===== src/rtl/writeback_arbiter.sv =====
// Register-file writeback arbiter: single-cycle ALU results compete with a small
// FIFO of long-latency results; a starvation counter forces the FIFO head through.
module writeback_arbiter #(
  parameter int FIFO_DEPTH   = 2,
  parameter int STARVE_LIMIT = 3
) (
  input  logic                          clk,
  input  logic                          rst,
  input  logic                          alu_valid_i,
  input  logic [4:0]                    alu_rd_addr_i,
  input  logic [31:0]                   alu_data_i,
  input  logic                          lsu_valid_i,
  output logic                          lsu_ready_o,
  input  logic [4:0]                    lsu_rd_addr_i,
  input  logic [31:0]                   lsu_data_i,
  output logic                          alu_stall_o,
  output logic [4:0]                    rd_addr_o,
  output logic [31:0]                   write_data_o,
  output logic                          reg_write_en_o,
  output logic [$clog2(FIFO_DEPTH):0]   fifo_count_o
);

  localparam int PW = $clog2(FIFO_DEPTH);
  localparam int CW = PW + 1;
  localparam int SW = $clog2(STARVE_LIMIT + 1);
  localparam logic [CW-1:0] DEPTH_C = CW'(FIFO_DEPTH);
  localparam logic [SW-1:0] LIMIT_C = SW'(STARVE_LIMIT);

  logic [36:0]   mem [FIFO_DEPTH];
  logic [PW-1:0] wr_ptr_reg, rd_ptr_reg;
  logic [CW-1:0] count_reg, count_next;
  logic [SW-1:0] starve_reg, starve_next;
  logic          stall_reg, stall_next;
  logic [4:0]    rd_addr_reg;
  logic [31:0]   write_data_reg;
  logic          write_en_reg;

  logic nonempty, alu_win, pop, lsu_accept, push;

  // Decisions use only registered occupancy, so a push is never poppable in the same cycle.
  always_comb begin
    nonempty    = (count_reg != '0);
    alu_win     = !stall_reg && alu_valid_i && (alu_rd_addr_i != 5'd0);
    pop         = nonempty && !alu_win;
    lsu_ready_o = (count_reg < DEPTH_C);
    lsu_accept  = lsu_valid_i && lsu_ready_o;
    push        = lsu_accept && (lsu_rd_addr_i != 5'd0);
    count_next  = count_reg + CW'(push) - CW'(pop);
    starve_next = starve_reg;
    stall_next  = 1'b0;
    if (pop || !nonempty) begin
      starve_next = '0;
    end else if (alu_win && starve_reg != LIMIT_C) begin
      starve_next = starve_reg + SW'(1);
      stall_next  = (starve_next == LIMIT_C);
    end
  end

  always_ff @(posedge clk) begin
    if (!rst && push) begin
      mem[wr_ptr_reg] <= {lsu_rd_addr_i, lsu_data_i};
    end
  end

  always_ff @(posedge clk) begin
    if (rst) begin
      wr_ptr_reg     <= '0;
      rd_ptr_reg     <= '0;
      count_reg      <= '0;
      starve_reg     <= '0;
      stall_reg      <= 1'b0;
      rd_addr_reg    <= 5'd0;
      write_data_reg <= 32'd0;
      write_en_reg   <= 1'b0;
    end else begin
      count_reg    <= count_next;
      starve_reg   <= starve_next;
      stall_reg    <= stall_next;
      write_en_reg <= alu_win || pop;
      if (push) begin
        wr_ptr_reg <= wr_ptr_reg + PW'(1);
      end
      if (alu_win) begin
        rd_addr_reg    <= alu_rd_addr_i;
        write_data_reg <= alu_data_i;
      end else if (pop) begin
        rd_addr_reg    <= mem[rd_ptr_reg][36:32];
        write_data_reg <= mem[rd_ptr_reg][31:0];
        rd_ptr_reg     <= rd_ptr_reg + PW'(1);
      end
    end
  end

  assign alu_stall_o    = stall_reg;
  assign rd_addr_o      = rd_addr_reg;
  assign write_data_o   = write_data_reg;
  assign reg_write_en_o = write_en_reg;
  assign fifo_count_o   = count_reg;

endmodule

===== config.mk =====
export PLATFORM = sky130hd
export DESIGN_NAME = writeback_arbiter
export DESIGN_NICKNAME = d
export VERILOG_FILES = /design/src/rtl/writeback_arbiter.sv
export SDC_FILE = /design/constraint.sdc
export NUM_CORES = 1
export LEC_CHECK = 0
export CAP_MARGIN = 20
export CORE_ASPECT_RATIO = 0.5
export CORE_MARGIN = 2
export CORE_UTILIZATION = 48
export DETAILED_ROUTE_END_ITERATION = 7
export PLACE_DENSITY = 0.88
export SETUP_SLACK_MARGIN = 0.3
export SYNTH_ARGS = -nofsm -noshare
export SYNTH_HDL_FRONTEND = slang
export SYNTH_SLANG_ARGS = --single-unit

===== constraint.sdc =====
create_clock -name clk -period 5.7 [get_ports clk]
set_clock_uncertainty 0.2 [all_clocks]
set_input_delay 1.14 -clock clk [delete_from_list [all_inputs] [get_ports clk]]
set_output_delay 1.14 -clock clk [all_outputs]
set_load 0.05 [all_outputs]

==> metrics.cfg <==
[status]
status=finished, final reports clean

[synthesis]
yosys_warnings=0
yosys.area.top_type=edfxtp_1
yosysSeqAreaShare=0.679
synth_top_area_frac=0.480
synth_ff_type=edfxtp_1
synthesis.nets=451
synth_edf_count=74
ys_ff_latch=120
synth_area_per_cell_sq_um=12.5
synth_area_sq_um=4630
synth_cell_types=27
syn_inst=369
async_flop_share=0
ys_top_cells_by_area=edfxtp_1 (48%), dfxtp_1 (20%), mux2i_1 (8.0%), o211ai_1 (6.2%), nand2_1 (6.0%)
netlist_top_cells_count=edfxtp_1 (74), nand2_1 (74), dfxtp_1 (46)

[critical_path]
worstPathRequired_ps=5760
endpoint_kind=register
startpoint_type=input pin
reg2reg_setup_slack_ps=3300
critical_path.top_delay_family=simple AND/OR/NAND/NOR gates
slowest_stage=or4_1
arrival_ps=3380
cp_num_buf_inv=2
slowest_delay_ps=590
cp_max_fo=4
startpoint=lsu_rd_addr_i[3]
path_cells=clkdlybuf4s50_1 -> or4_1 -> o211ai_2 -> ha_1 -> inv_1 -> ha_1 -> xnor2_1 -> xnor2_1 -> nor2_1
rr_worst_depth=9
crit_type=input pin to register
r2r_end=fifo_count_o[1]
worstReg2RegStart=alu_stall_o

[route]
ant_nets=0
drt_iter0_markers=235
vias=3366
via_per_inst=5.28
drc=0
firstDrtPassIters=5
post_drt_wl_per_cell_um=18.6
drt_wl_total_mm=11.9

[clocking]
cts_setup_buffers=0
cts-root-buf=clkbuf_16
cts_hold_buf=0
cts_tree=yes
htree_levels=4
cts.path.max_buffers=2
ctsResizeCount=0
cts.sinks=120
clock_latency_ps=410
clkTransAtPathRegs_ps=50
cts_buffers=17

[global_route]
grt_pass1_vias=3342
grt-ovfl-total=0
grt_max_degree=57
antenna_found_initial=0
grt_pass1_wl_mm=17.6
track_usage=0.231

[cells_and_area]
nets=571
largest_register=mem
drive_gt1_frac=0.0857
largest_register_ffs=74
stdcell_count=637
postLayoutCellArea_sq_um=6540
antenna_cells=0
layout-area-overhead-vs-synth_pct=41.2
num-fill-cells=606

[floorplan]
start_util=0.492
dieArea_sq_um=10500
core_area_sq_um=9420
die-width_um=143
ios=120
floorplan.rows=25
die_h_um=73.5

[timing]
hold_violations=0
period_share=0.583
tightest_slew_ps=957
slew_headroom=0.362
rsz0062_at_grt=no
drv_slew=0
whs_ps=329
finalSetupViolations=0
period_needed_ps=3320
final.setup.tns_ps=0
achievable-frequency_ghz=0.301

[pwr]
power_density_nw_per_um2=449
vdd_drop_max_v=0.000276
netSwitchingFraction=0.325
internal_power_mw=1.98
switchingPower_mw=0.955
p_comb_frac=0.288
power.total_mw=2.94
power_frac_clock=0.337
p_leak_nw=2.27
seqPwrFrac=0.375

[min_path]
hold_depth=2
min-delay-start=rd_ptr_reg
hp-class=register to register

[placement]
place.gp.congestion=0.728
hpwl_mm=7.04
placedInstanceArea_sq_um=5940
dp_cells=603
io_buffers=119

[flow_run]
drv_cap=0

per-layer routing:
| layer | GRT usage | vias up | routed length, um | share of wire |
|---|---|---|---|---|
| met5 | 0 | - | 0 | 0 |
| met4 | 0.0913 | 0 | 323 | 0.027 |
| met3 | 0.0834 | 30 | 618 | 0.052 |
| met2 | 0.400 | 139 | 6070 | 0.51 |
| met1 | 0.266 | 1610 | 4860 | 0.41 |
| li1 | - | 1587 | - | - |
power groups by stage:
stage	clock network (mW)	logic, mW	registers (mW)
floorplan	0	0.394	1.28
global placement	0	0.779	1.13
detailed placement	0	0.827	1.11
CTS	0.992	0.840	1.10
global route	1.03	0.901	1.11
finish	0.990	0.845	1.10
logic make-up (layout without fill, tap and decap cells):
family                   after synthesis  in the layout  share of synthesized area
AO/OA/AOI/OAI                         83             83                      0.112
XOR/XNOR                               4              4                    0.00757
adder cells (fa/ha/maj)                4              4                     0.0108
buffers and inverters                 29            162                     0.0289
flip-flops                           120            120                      0.679
multiplexers                          37             37                     0.0800
AND/OR/NAND/NOR                       92             92                     0.0816
layout by cell type (no fill, tap or decap), drive strengths merged, types with 3 or more instances in the layout:
| cell | count |
|---|---|
| nand2 | 74 |
| a21oi | 41 |
| clkbuf | 30 |
| inv | 3 |
| dfxtp | 46 |
| nor2 | 8 |
| edfxtp | 74 |
| clkdlybuf4s50 | 118 |
| o211ai | 39 |
| ha | 4 |
| buf | 9 |
| mux2i | 37 |
worst reg2reg max path: stages (launching register included):
cell     delay (ps)
dfxtp_1         310
nor2b_1         520
o21a_1          240
nor2_1           70
ha_1            290
inv_1            40
ha_1            180
xnor2_1         190
xnor2_1         150
nor2_1           60
through the flow:
stage	util	setup WS, ps
finish	0.694	2380
global route	0.694	2290
CTS	0.690	2140
detailed placement	0.631	1800
global placement	0.629	1870
floorplan	-	866
cell type report:
cell class / instances / area [sq um] / share of cell area
well taps: 135 / 169 / 0.0258
clock buffers: 30 / 544 / 0.0833
clock inverters: 2 / 10.0 / 0.00153
flip-flops and latches: 120 / 3140 / 0.481
inverters: 3 / 11.3 / 0.00172
repair buffers: 127 / 1280 / 0.196
multi-input cells: 220 / 1380 / 0.210
worst max path at each step:
stage	to	cells past startpoint
2_1_floorplan	mem[1][0]	3
3_3_place_gp	mem[0][0]	5
3_5_place_dp	mem[0][0]	5
4_1_cts	mem[0][2]	5
5_1_grt	fifo_count_o[1]	9
6_report	fifo_count_o[1]	9
Note: power is estimated with default switching activity, not from simulation.
